$ cat src/rtl/coin_event_arbiter_if.sv
// coin_event_arbiter_if
//   MMIO-side bundle between the coin event arbiter and the CPU read decode.
//   Ports carried:
//     rd_en        CPU -> arbiter  one-cycle pop strobe
//     clr          CPU -> arbiter  synchronous flush
//     event_data   arbiter -> CPU  head of event FIFO (fall-through)
//     event_valid  arbiter -> CPU  FIFO not empty
//     fifo_count   arbiter -> CPU  entries held
//     overflow     arbiter -> CPU  sticky lost-event flag
//     total_cents  arbiter -> CPU  saturating running sum of pushed cents
//   master = CPU side, slave = arbiter side.
interface coin_event_arbiter_if;
  logic        rd_en;
  logic        clr;
  logic [31:0] event_data;
  logic        event_valid;
  logic [6:0]  fifo_count;
  logic        overflow;
  logic [15:0] total_cents;

  modport master (
    output rd_en, clr,
    input  event_data, event_valid, fifo_count, overflow, total_cents
  );

  modport slave (
    input  rd_en, clr,
    output event_data, event_valid, fifo_count, overflow, total_cents
  );
endinterface

$ cat src/rtl/coin_event_arbiter.sv
// coin_event_arbiter
//   Turns the four beam-break sensor levels (penny, nickel, dime, quarter)
//   into a queue of coin events the CPU drains through one MMIO word.
//   Each sensor is synchronised (2 flops) and debounced; each accepted
//   rising level becomes a pending request; pending requests are granted
//   round-robin into a first-word-fall-through FIFO.
//   Ports:
//     clock     system clock
//     reset     asynchronous, active-low reset
//     beam_raw  raw sensor levels, 1 = beam broken (bit0 penny .. bit3 quarter)
//     mmio      coin_event_arbiter_if.slave (rd_en, clr in; event_data,
//               event_valid, fifo_count, overflow, total_cents out)
//   event_data: [7:0] cents, [9:8] source, [29:10] timestamp, [30] overflow,
//               [31] valid.
//   Optional feature macro: COIN_EVT_TIMESTAMP_EN adds a free-running cycle
//   counter whose low 20 bits are stamped into each event; without it the
//   timestamp field is always 0.
module coin_event_arbiter #(
  parameter int DEBOUNCE_CYCLES = 30000,
  parameter int FIFO_DEPTH      = 8
) (
  input  logic                clock,
  input  logic                reset,
  input  logic [3:0]          beam_raw,
  coin_event_arbiter_if.slave mmio
);

  localparam int          PW       = $clog2(FIFO_DEPTH);
  localparam logic [15:0] DEB_LAST = 16'(DEBOUNCE_CYCLES - 1);
  localparam logic [6:0]  DEPTH_C  = 7'(FIFO_DEPTH);

  logic [3:0]    sync1;
  logic [3:0]    sync2;
  logic [3:0]    deb;
  logic [15:0]   deb_cnt [4];
  logic [3:0]    rise;
  logic [3:0]    pending;
  logic [1:0]    rr;
  logic          overflow_q;
  logic [15:0]   total_q;

  logic [29:0]   fifo_mem [FIFO_DEPTH];
  logic [PW-1:0] wr_ptr;
  logic [PW-1:0] rd_ptr;
  logic [6:0]    count;

  logic          grant;
  logic [1:0]    grant_src;
  logic [1:0]    cand;
  logic [7:0]    grant_cents;
  logic          push;
  logic          do_pop;
  logic [3:0]    grant_mask;
  logic [16:0]   cents_sum;
  logic [19:0]   ts_now;

  function automatic logic [7:0] cents_of(input logic [1:0] src);
    case (src)
      2'd0:    cents_of = 8'd1;
      2'd1:    cents_of = 8'd5;
      2'd2:    cents_of = 8'd10;
      default: cents_of = 8'd25;
    endcase
  endfunction

`ifdef COIN_EVT_TIMESTAMP_EN
  logic [31:0] cycle_cnt;

  always_ff @(posedge clock or negedge reset) begin
    if (!reset) cycle_cnt <= '0;
    else        cycle_cnt <= cycle_cnt + 32'd1;
  end

  assign ts_now = cycle_cnt[19:0];
`else
  assign ts_now = '0;
`endif

  always_ff @(posedge clock or negedge reset) begin
    if (!reset) begin
      sync1 <= '0;
      sync2 <= '0;
    end else begin
      sync1 <= beam_raw;
      sync2 <= sync1;
    end
  end

  // A level is accepted only after DEBOUNCE_CYCLES consecutive cycles of
  // disagreement with the current debounced value; any agreement restarts.
  always_ff @(posedge clock or negedge reset) begin
    if (!reset) begin
      deb <= '0;
      for (int i = 0; i < 4; i++) deb_cnt[i] <= '0;
    end else begin
      for (int i = 0; i < 4; i++) begin
        if (sync2[i] == deb[i]) begin
          deb_cnt[i] <= '0;
        end else if (deb_cnt[i] == DEB_LAST) begin
          deb[i]     <= sync2[i];
          deb_cnt[i] <= '0;
        end else begin
          deb_cnt[i] <= deb_cnt[i] + 16'd1;
        end
      end
    end
  end

  // rise marks the edge on which deb goes 0 -> 1.
  always_comb begin
    rise = '0;
    for (int i = 0; i < 4; i++)
      rise[i] = sync2[i] & ~deb[i] & (deb_cnt[i] == DEB_LAST);
  end

  // Round-robin search starts just after the last granted channel.
  // A full FIFO still accepts when the same cycle pops.
  always_comb begin
    grant     = 1'b0;
    grant_src = rr;
    cand      = '0;
    for (int k = 1; k <= 4; k++) begin
      cand = rr + 2'(k);
      if (!grant && pending[cand]) begin
        grant     = 1'b1;
        grant_src = cand;
      end
    end
    grant_cents = cents_of(grant_src);
    push        = grant && ((count < DEPTH_C) || mmio.rd_en) && !mmio.clr;
    do_pop      = mmio.rd_en && (count != 7'd0) && !mmio.clr;
    grant_mask  = push ? (4'b0001 << grant_src) : 4'b0000;
    cents_sum   = {1'b0, total_q} + {9'b0, grant_cents};
  end

  // A new rising edge on a channel whose previous event is still pending
  // is dropped and only recorded in the sticky overflow flag.
  always_ff @(posedge clock or negedge reset) begin
    if (!reset) begin
      pending    <= '0;
      overflow_q <= 1'b0;
      total_q    <= '0;
      rr         <= 2'd3;
    end else if (mmio.clr) begin
      pending    <= '0;
      overflow_q <= 1'b0;
      total_q    <= '0;
    end else begin
      pending <= (pending & ~grant_mask) | (rise & ~pending);
      if (|(rise & pending)) overflow_q <= 1'b1;
      if (push) begin
        rr      <= grant_src;
        total_q <= cents_sum[16] ? 16'hFFFF : cents_sum[15:0];
      end
    end
  end

  always_ff @(posedge clock) begin
    if (push) fifo_mem[wr_ptr] <= {ts_now, grant_src, grant_cents};
  end

  // When full, push and pop together write into the slot being vacated.
  always_ff @(posedge clock or negedge reset) begin
    if (!reset) begin
      wr_ptr <= '0;
      rd_ptr <= '0;
      count  <= '0;
    end else if (mmio.clr) begin
      wr_ptr <= '0;
      rd_ptr <= '0;
      count  <= '0;
    end else begin
      if (push)   wr_ptr <= wr_ptr + PW'(1);
      if (do_pop) rd_ptr <= rd_ptr + PW'(1);
      if (push && !do_pop)      count <= count + 7'd1;
      else if (!push && do_pop) count <= count - 7'd1;
    end
  end

  assign mmio.event_valid = (count != 7'd0);
  assign mmio.event_data  = (count != 7'd0) ? {1'b1, overflow_q, fifo_mem[rd_ptr]}
                                            : {1'b0, overflow_q, 30'b0};
  assign mmio.fifo_count  = count;
  assign mmio.overflow    = overflow_q;
  assign mmio.total_cents = total_q;

endmodule

$ cat src/flat_wrapper.sv
// flat-port wrapper written by rule: the top's interface ports become plain ports
module coin_event_arbiter_flat 
#(
  parameter int DEBOUNCE_CYCLES = 30000,
  parameter int FIFO_DEPTH      = 8
)
  (clock, reset, beam_raw, mmio_rd_en, mmio_clr, mmio_event_data, mmio_event_valid, mmio_fifo_count, mmio_overflow, mmio_total_cents);
  coin_event_arbiter_if mmio_i ();
  input  logic clock;
  input  logic reset;
  input  logic [3:0] beam_raw;
  input wire logic [$bits(mmio_i.rd_en)-1:0] mmio_rd_en;
  input wire logic [$bits(mmio_i.clr)-1:0] mmio_clr;
  output wire logic [$bits(mmio_i.event_data)-1:0] mmio_event_data;
  output wire logic [$bits(mmio_i.event_valid)-1:0] mmio_event_valid;
  output wire logic [$bits(mmio_i.fifo_count)-1:0] mmio_fifo_count;
  output wire logic [$bits(mmio_i.overflow)-1:0] mmio_overflow;
  output wire logic [$bits(mmio_i.total_cents)-1:0] mmio_total_cents;
  assign mmio_i.rd_en = mmio_rd_en;
  assign mmio_i.clr = mmio_clr;
  assign mmio_event_data = mmio_i.event_data;
  assign mmio_event_valid = mmio_i.event_valid;
  assign mmio_fifo_count = mmio_i.fifo_count;
  assign mmio_overflow = mmio_i.overflow;
  assign mmio_total_cents = mmio_i.total_cents;
  coin_event_arbiter #(.DEBOUNCE_CYCLES(DEBOUNCE_CYCLES), .FIFO_DEPTH(FIFO_DEPTH)) u_core (.clock(clock), .reset(reset), .beam_raw(beam_raw), .mmio(mmio_i));
endmodule
$ cat config.mk
export PLATFORM = sky130hd
export DESIGN_NAME = coin_event_arbiter_flat
export DESIGN_NICKNAME = d
export VERILOG_FILES = /design/src/rtl/coin_event_arbiter_if.sv /design/src/rtl/coin_event_arbiter.sv /design/src/flat_wrapper.sv
export SDC_FILE = /design/constraint.sdc
export NUM_CORES = 1
export LEC_CHECK = 0
export ABC_AREA = 1
export BUFFER_PORTS_ARGS = -buffer_cell sky130_fd_sc_hd__buf_4
export CAP_MARGIN = 20
export CORE_MARGIN = 1
export CORE_UTILIZATION = 55
export CTS_BUF_LIST = sky130_fd_sc_hd__clkbuf_8
export CTS_CLUSTER_DIAMETER = 100
export DETAILED_ROUTE_END_ITERATION = 8
export PLACE_DENSITY = 0.8
export SLEW_MARGIN = 15
export SYNTH_ARGS = -nofsm -noshare
export SYNTH_HDL_FRONTEND = slang
export SYNTH_SLANG_ARGS = --single-unit
$ cat constraint.sdc
create_clock -name clock -period 9.1 [get_ports clock]
set_clock_uncertainty 0.2 [all_clocks]
set_input_delay 1.365 -clock clock [delete_from_list [all_inputs] [get_ports clock]]
set_output_delay 1.365 -clock clock [all_outputs]
set_load 0.01 [all_outputs]
==> summary by stage, run 1 <==
Detailed routing
The top routing layer in use is met4. Using the TritonRoute via totals, the vias-per-cell ratio works out to between 5 and 6. The remaining design rule violation count is 0. The first-pass iteration count of the detailed router is 5. The count of nets left with antenna violations once routing finished came out at 0.

The wire length on met1 is 7946 um. The wire length on met3 is 714 um. The total met2 wirelength after detailed routing is about 8400 um.

In this run, the number of DRC markers left after iteration 0 of detailed routing was between 600 and 700. The routed length per placed instance is 13.39 um. Summing over every cut layer, the via total after detailed routing is 6917. The routed wire length is 17320 um.

Synthesis
The fraction of registers with async set or reset after synthesis is 66.67%. In this run the mean area of a mapped cell was 8.595 sq um. In the synthesized netlist, the number of instances is between 1k and 1.5k. The synthesized netlist occupies a cell area of 8845 sq um. The synthesized design contains 56 enable-type register cells.

Synthesis inferred 168 register bits. Synthesis instantiated 41 different standard cells from the library. For this run, the number of Yosys warnings is 0. The most used flip-flop cell after synthesis is dfrtp_1. The part of the Yosys area used for sequential elements is 50.73%.

Critical path
The worst register-to-register path has a depth of 21. The nature of the critical path startpoint is a flip-flop. The endpoint required time on the critical path is 9290 ps.

The top fanout value on the critical path is 11. The total buffers and inverters traversed by the critical path is 4. The worst register-to-register path ends at u_core.mmio.total_cents[9]$_DFFE_PN0P_. The critical path depth is 21. The largest individual stage delay along the critical path comes from the cell dfstp_2. Setup slack on the worst reg-to-reg path comes out at just under 5000 ps.

The worst setup path is of the flip-flop to flip-flop kind. In this run the critical register-to-register path is launched from u_core.rr[0]$_DFFE_PN1P_. The signal on the critical path passes through inv_2 > nand2_1 > nand2_1 > nand2_4 > nand2_4 > nor2_4 > nand2_2 > inv_2 > nand2_1 > nand2_1 > inv_1 > nor2_1 > ha_1 > nand2_1 > o21ai_2 > nand2_1 > nand2_1 > nand3_1 > inv_1 > o21ai_0 > o21ai_2.

The critical path's largest stage delay is 680 ps. The data arrival time of the worst path is roughly 4400 ps. In this run the worst setup path terminates at u_core.mmio.total_cents[9]$_DFFE_PN0P_. By instance count, the cell type seen most on the critical path is nand2_1. The worst setup path is captured at a flip-flop. The start point of the critical path is u_core.rr[0]$_DFFE_PN1P_. The cell family contributing the most delay on the critical path is simple AND/OR/NAND/NOR gates.

Placement
The congestion estimate from routability-driven global placement came to 0.8969. In this run the cell area measured after placement is 9215 sq um. Buffers placed on the I/O ports in this run total 41. The placed wire-length estimate after detailed placement is 12090 um.

Global route
Global routing finished with a remaining overflow of 0. For this run, the total global-route usage over all layers was measured as a little under a quarter. The pin count of the biggest net entering global routing is 72. The number of antenna violations at the first check in global routing was 0. The via count of the first global-routing pass is 6351.

The first global-routing pass estimated roughly 30000 um of wire.

STA
The worst hold slack after final layout is between 150 and 200 ps. For this run, the top clock speed supported by timing is 236.8 MHz. The total count of max-transition violations in the final report is 0. For the pin with the worst max-slew slack, the measured transition is 870.2 ps. Headroom to the max-slew limit came out at 41.77%. The final total negative setup slack is 0 ps. Setup repair after global routing left no endpoint under its margin. The portion of the clock cycle consumed by the worst path in the final layout is around 46%. The clock period could shrink to 4224 ps. Setup violations remaining at the end of the flow were counted as 0.

The final hold violation count is 0.

Finish
Fill cells in the final layout number 1327. The final-stage net count is 1100. The share of post-route cells with drive strength above 1 is 11.27%. The count of antenna diodes in the layout is 0. With fillers left out, the area of the finished cells amounts to 9588 sq um. Relative to the synthesized area, the layout overhead comes to 8.403%.

CTS
In this run the number of H-tree levels came out at 4. The clock net in this run drives a total of 168 sinks. Gates resized during post-CTS repair numbered 0.

The clock reaches the later pin of the worst-skew pair after 460 ps. The tree is rooted in a clkbuf_8. The number of hold buffers added after CTS was 0. After clock tree synthesis, the clock-pin slew on the worst setup and hold paths is 90 ps. The number of CTS-inserted buffers is 17. Buffers added to address setup during post-CTS repair amount to 0. In this run the deepest clock path goes through 2 buffers. TritonCTS built the clock tree.

Floorplan
The standard-cell row count is 45. The die boundary height is 128.8 um. During I/O placement, the number of pins put on the boundary was 65. The initial core utilization is 57.33%. The die outline area is 16590 sq um.

The core region area is 15430 sq um. The die span in x is 128.8 um.

Power and ir drop
The largest vdd supply drop is 0.1001 mV. The leakage power of the design is 4.174 nW. In this run the power density over the cells is 170.7 nW/um^2.

Run status
The flow ran to the end, and the final reports show no timing, DRC or antenna violations.

Job
The reported max-cap violation count is 0.

Worst hold path
The class of the tightest hold or removal check is flip-flop to flip-flop.
==> cells by family after synthesis <==
| kind of cell | after synthesis | synth area share [%] |
|---|---|---|
| other | 1 | 0.04240 |
| adders and majority gates | 22 | 3.282 |
| AOI/OAI and AO/OA | 134 | 8.445 |
| xor gates and xnor gates | 31 | 3.070 |
| buffers and inverters | 163 | 8.474 |
| DFF | 168 | 50.73 |
| and+or+nand+nor | 510 | 25.96 |
==> how the worst min path moves through the flow <==
stage	depth (start not counted)	start	endpoint	slack, ps
final	0	u_core.sync1[2]$_DFF_PN0_	u_core.sync2[2]$_DFF_PN0_	160
after global routing	0	u_core.sync1[2]$_DFF_PN0_	u_core.sync2[2]$_DFF_PN0_	170
after CTS	0	u_core.sync1[0]$_DFF_PN0_	u_core.sync2[0]$_DFF_PN0_	160
after detailed placement	0	u_core.sync1[0]$_DFF_PN0_	u_core.sync2[0]$_DFF_PN0_	140
after global placement	0	u_core.sync1[2]$_DFF_PN0_	u_core.sync2[2]$_DFF_PN0_	140
after floorplan	0	u_core.sync1[0]$_DFF_PN0_	u_core.sync2[0]$_DFF_PN0_	130
==> layout by cell type (no fill, tap or decap), types with 12 or more instances in the layout <==
cell type	count
a21oi_1	29
clkbuf_8	17
conb_1	23
dfrtp_1	110
nor3_1	35
edfxtp_1	56
ha_1	20
nor2_1	156
nand2_1	183
nand4_1	18
xor2_1	26
o21ai_1	14
buf_4	43
inv_1	112
o21ai_0	62
nand3_1	69
nand2_2	12
==> synth_stat cells (2+ instances only) <==
| cell type | number | share of area, % |
|---|---|---|
| dfstp_2 | 2 | 0.59 |
| xnor2_1 | 5 | 0.50 |
| o21ai_1 | 14 | 0.79 |
| nor3_2 | 2 | 0.23 |
| xor2_1 | 26 | 2.6 |
| nand2_4 | 5 | 0.64 |
| nand2_1 | 183 | 7.8 |
| nand4_1 | 18 | 1.3 |
| buf_6 | 5 | 0.64 |
| or2_2 | 2 | 0.14 |
| inv_2 | 8 | 0.34 |
| o21ai_2 | 11 | 1.1 |
| clkbuf_1 | 10 | 0.42 |
| inv_1 | 111 | 4.7 |
| a21oi_1 | 29 | 1.6 |
| nor2_1 | 156 | 6.6 |
| nand3_4 | 2 | 0.40 |
| nor3_1 | 35 | 2.0 |
| fa_1 | 2 | 0.45 |
| a31oi_1 | 8 | 0.57 |
| nand2_2 | 12 | 0.85 |
| o21ai_0 | 62 | 3.5 |
| buf_4 | 26 | 2.2 |
| ha_1 | 20 | 2.8 |
| clkbuf_2 | 2 | 0.11 |
| nand3_1 | 69 | 3.9 |
| nor4_1 | 10 | 0.71 |
| edfxtp_1 | 56 | 19 |
| dfrtp_1 | 110 | 31 |
| o22ai_1 | 7 | 0.50 |
| nor3b_1 | 11 | 0.93 |
==> area by class of cell <==
| class | count | area, sq um | share of cell area, % |
|---|---|---|---|
| Sequential cell | 168 | 4487 | 46.80 |
| Multi-Input combinational cell | 720 | 3691 | 38.50 |
| Inverter | 120 | 450.4 | 4.698 |
| Timing Repair Buffer | 43 | 322.8 | 3.367 |
| Tap cell | 211 | 264.0 | 2.753 |
| Clock buffer | 17 | 234.0 | 2.440 |
| Clock inverter | 15 | 138.9 | 1.449 |
==> metal layers <==
layer / track usage (%) / vias to the layer above
met5: 0 / -
met4: 7.682 / 0
met3: 4.491 / 32
met2: 36.98 / 186
met1: 30.62 / 3256
li1: - / 3443
==> registers in the layout, indices dropped and copies added, names as in the netlist <==
signal	cells
u_core.mmio.overflow	1
u_core.rr	2
u_core.deb	4
u_core.wr_ptr	3
u_core.mmio.fifo_count	7
u_core.pending	4
u_core.mmio.total_cents	16
u_core.sync2	4
u_core.fifo_mem	56
u_core.rd_ptr	3
u_core.deb_cnt	64
u_core.sync1	4
==> report_power, final <==
part / switching [mW] / internal, mW / total, mW
combinational: 0.193 / 0.119 / 0.312
clock: 0.306 / 0.202 / 0.508
sequential: 0.0211 / 0.796 / 0.817
total: 0.520 / 1.12 / 1.64
==> stage by stage <==
stage / cells / total power [mW] / util, % / setup slack [ps]
final: 1294 / 1.636 / 62.15 / 4876
after floorplan: 1051 / 1.048 / - / 5748
after CTS: 1294 / 1.644 / 62.15 / 4953
after global placement: 1262 / 1.135 / 59.73 / 5171
after detailed placement: 1262 / 1.144 / 59.73 / 5031
after global routing: 1294 / 1.728 / 62.15 / 4542
(Power assumes the default switching activity.)
==> run 2: changes to the inputs <==
clock period = 4.4 ns   (was 9.1 ns; I/O delays follow)
==> summary by stage, run 2 (synthesis gave the netlist of run 1 again) <==
Global route
The global router's overall resource usage came to 23.05% (+0.32 points). The via count of the first global-routing pass came to 6462 (+1.7%). The first-pass GRT wire length is 29970 um (+1.5%). The pin count of the biggest net entering global routing is 55 (-24%). The total congestion overflow after global routing is 0 (unchanged). The number of antenna violations at the first check in global routing is 0 (unchanged).

Floorplan
The die span in x is 128.8 um (unchanged). The die boundary height was 128.8 um (unchanged). The initial core utilization is 57.33% (unchanged).

The die outline area came to 16590 sq um (unchanged). The core region area is 15430 sq um (unchanged). The standard-cell row count was 45 (unchanged).

The count of boundary I/O pins is 65 (unchanged).

Critical path
The critical path's largest stage delay is 690 ps (about the same). The category of the critical setup timing path is flip-flop to flip-flop. Walking the worst path, the cells encountered are inv_2 > nand2_1 > nand2_1 > nand2_4 > nand2_4 > nor2_4 > nand2_2 > o21ai_1 > nand2_1 > nand3_1 > ha_1 > inv_1 > fa_1 > o21ai_2 > nand2_1 > nand2_1 > nand3_2 > inv_2 > o21ai_0 > o21ai_2. The nature of the critical path startpoint is a flip-flop. The category of the worst setup path capture point is a flip-flop. The number of cell instances on the worst register-to-register path is 20 (-4.8%). The master of the slowest instance on the critical path is dfstp_2. The cell occurring most often along the worst timing path is nand2_1. The capture instance of the worst register-to-register path is u_core.mmio.total_cents[8]$_DFFE_PN0P_. The setup slack of the worst register-to-register path came to 430 ps (-4450 ps). The data arrival time of the worst path is 4170 ps (-240 ps). The source of the worst register-to-register timing path is u_core.rr[0]$_DFFE_PN1P_. The family with the most delay on the worst path is simple AND/OR/NAND/NOR gates. The endpoint required time on the critical path is 4600 ps (-4690 ps).

The total buffers and inverters traversed by the critical path was 3 (-1). The top fanout value on the critical path is 11 (unchanged).

Finish
Leaving out fill and tap cells, the most frequent cells in the layout are nand2_1 (183), nor2_1 (155), inv_1 (110), dfrtp_1 (110), nand3_1 (68). The final-stage net count was 1101 (+0.091%). The library cell used most frequently in the layout, excluding fill and tap cells, is nand2_1. The register name with the most flops is u_core.deb_cnt. The count of antenna diodes in the layout came to 0 (unchanged). The number of inserted filler cells in the final layout came to 1283 (-3.3%). The number of flip-flops under the largest register name is 64 (unchanged). The share of post-route cells with drive strength above 1 is 11.72% (+0.45 points). The area added between synthesis and finish is 8.530%.

The area of all placed cells without fillers is 9599 sq um (+0.12%).

CTS
The maximum level of the CTS H-tree is 4 (unchanged). The number of buffers between clock root and the deepest sink is 2 (unchanged). The number of buffers inserted to repair setup after CTS is 0 (unchanged). TritonCTS built the clock tree. The clock insertion delay at the later pin of the skew report came to 460 ps (about the same). The number of sinks handled by clock tree synthesis is 168 (unchanged).

The clock transition time at the flip-flop clock pins of the worst setup and hold paths is 100 ps (about the same). The number of CTS-inserted buffers is 17 (unchanged). Clock tree synthesis selected as its root buffer the cell clkbuf_8.

Power and ir drop
The largest vdd supply drop is 0.2083 mV (+110%). The power per cell area is 350.2 nW/um^2 (+110%). The leakage power of the design is 4.173 nW (about the same).

Detailed routing
The via density per instance was 5.349 (about the same). The total via count after detailed routing is 6927 (+0.14%). The routed wire length is 17480 um (+0.93%). The routed length per placed instance came to 13.50 um (+0.85%). The initial DRC count is 515 (-23%). The remaining antenna violation count after routing is 0 (unchanged). The remaining design rule violation count is 0 (unchanged).

The first-pass iteration count of the detailed router is 6 (+1).

Placement
The post-detailed-placement cell area was 9223 sq um (about the same). The placer congestion estimate is 0.9130 (+1.8%). The count of input and output buffers is 41 (unchanged). The placed wire-length estimate after detailed placement is 12390 um (+2.6%).

STA
The total count of max-transition violations in the final report is 0 (unchanged). Setup repair after global routing left no endpoint under its margin. The number of endpoints failing setup at the final stage is 0 (unchanged). The headroom to the max-slew limit came to 38.80% (-3.0 points). The final hold violation count is 0 (unchanged).

The portion of the clock cycle consumed by the worst path in the final layout is 90.23% (+44 points). The slew at the pin closest to its max-slew limit came to 914.6 ps (+44.43 ps). The final total negative setup slack is 0 ps (unchanged). The minimum clock period is 3970 ps (-253.8 ps). The achievable frequency is 251.9 MHz (+6.4%).

Job
The reported max-cap violation count is 0 (unchanged).

Run status
The run finished with clean final reports.

Worst hold path
The class of the tightest hold or removal check is input port to asynchronous set/reset pin.
run 2: changes by cell type in the layout (fill, tap and decap cells not counted):
cell	previous run	this run
inv_8	4	5
nand3_2	1	2
inv_1	112	110
buf_4	43	44
inv_2	8	9
clkinv_4	3	4
clkinv_2	0	1
nor2_2	1	2
inv_6	5	4
nand3_1	69	68
clkinv_8	1	0
nor2_1	156	155
run 2: what timing repair did:
action | CTS | global route
hold buffers | 0 | 0
gates resized for setup | 0 | 3
endpoints found under the setup margin | 0 | 9
run 2: routing by layer:
| layer | GRT usage, % | part of all wire (%) |
|---|---|---|
| met1 | 31.47 | 47 |
| met2 | 37.33 | 47 |
| met3 | 3.701 | 4.3 |
| met4 | 8.512 | 1.2 |
| met5 | 0 | 0 |
run 2: worst max path at each step:
stage	start	end	slack [ps]	cells past startpoint
after floorplan	u_core.rr[0]$_DFFE_PN1P_	u_core.mmio.total_cents[9]$_DFFE_PN0P_	1050	19
after global placement	u_core.rr[0]$_DFFE_PN1P_	u_core.mmio.total_cents[10]$_DFFE_PN0P_	500	20
after detailed placement	u_core.rr[0]$_DFFE_PN1P_	u_core.mmio.total_cents[10]$_DFFE_PN0P_	250	20
after CTS	u_core.rr[0]$_DFFE_PN1P_	u_core.mmio.total_cents[9]$_DFFE_PN0P_	250	20
after global routing	u_core.rr[0]$_DFFE_PN1P_	u_core.mmio.total_cents[9]$_DFFE_PN0P_	90	20
final	u_core.rr[0]$_DFFE_PN1P_	u_core.mmio.total_cents[8]$_DFFE_PN0P_	430	20
run 2: stage by stage:
step / instances / hold slack (ps) / setup slack [ps] / utilization [%] / power, mW
finish: 1295 / 42.86 / 430.0 / 62.22 / 3.362
global route: 1295 / 81.64 / 87.63 / 62.22 / 3.562
CTS: 1295 / 37.64 / 253.5 / 62.17 / 3.398
detailed placement: 1263 / 135.8 / 253.9 / 59.78 / 2.369
global placement: 1263 / 133.4 / 504.4 / 59.78 / 2.351
floorplan: 1051 / 131.2 / 1048 / - / 2.167
run 2: power breakdown:
part | internal, mW | switching, mW | total, mW
clock | 0.416 | 0.612 | 1.03
sequential | 1.65 | 0.0441 | 1.69
combinational | 0.246 | 0.398 | 0.644
run 2: layout make-up:
cell class / count / area (sq um) / share of cell area [%]
clock inverter: 15 / 135.1 / 1.408
timing repair buffer: 44 / 330.3 / 3.441
tap: 211 / 264.0 / 2.750
clock buffer: 17 / 234.0 / 2.437
multi-input combinational: 720 / 3699 / 38.53
inverter: 120 / 450.4 / 4.692
sequential: 168 / 4487 / 46.74
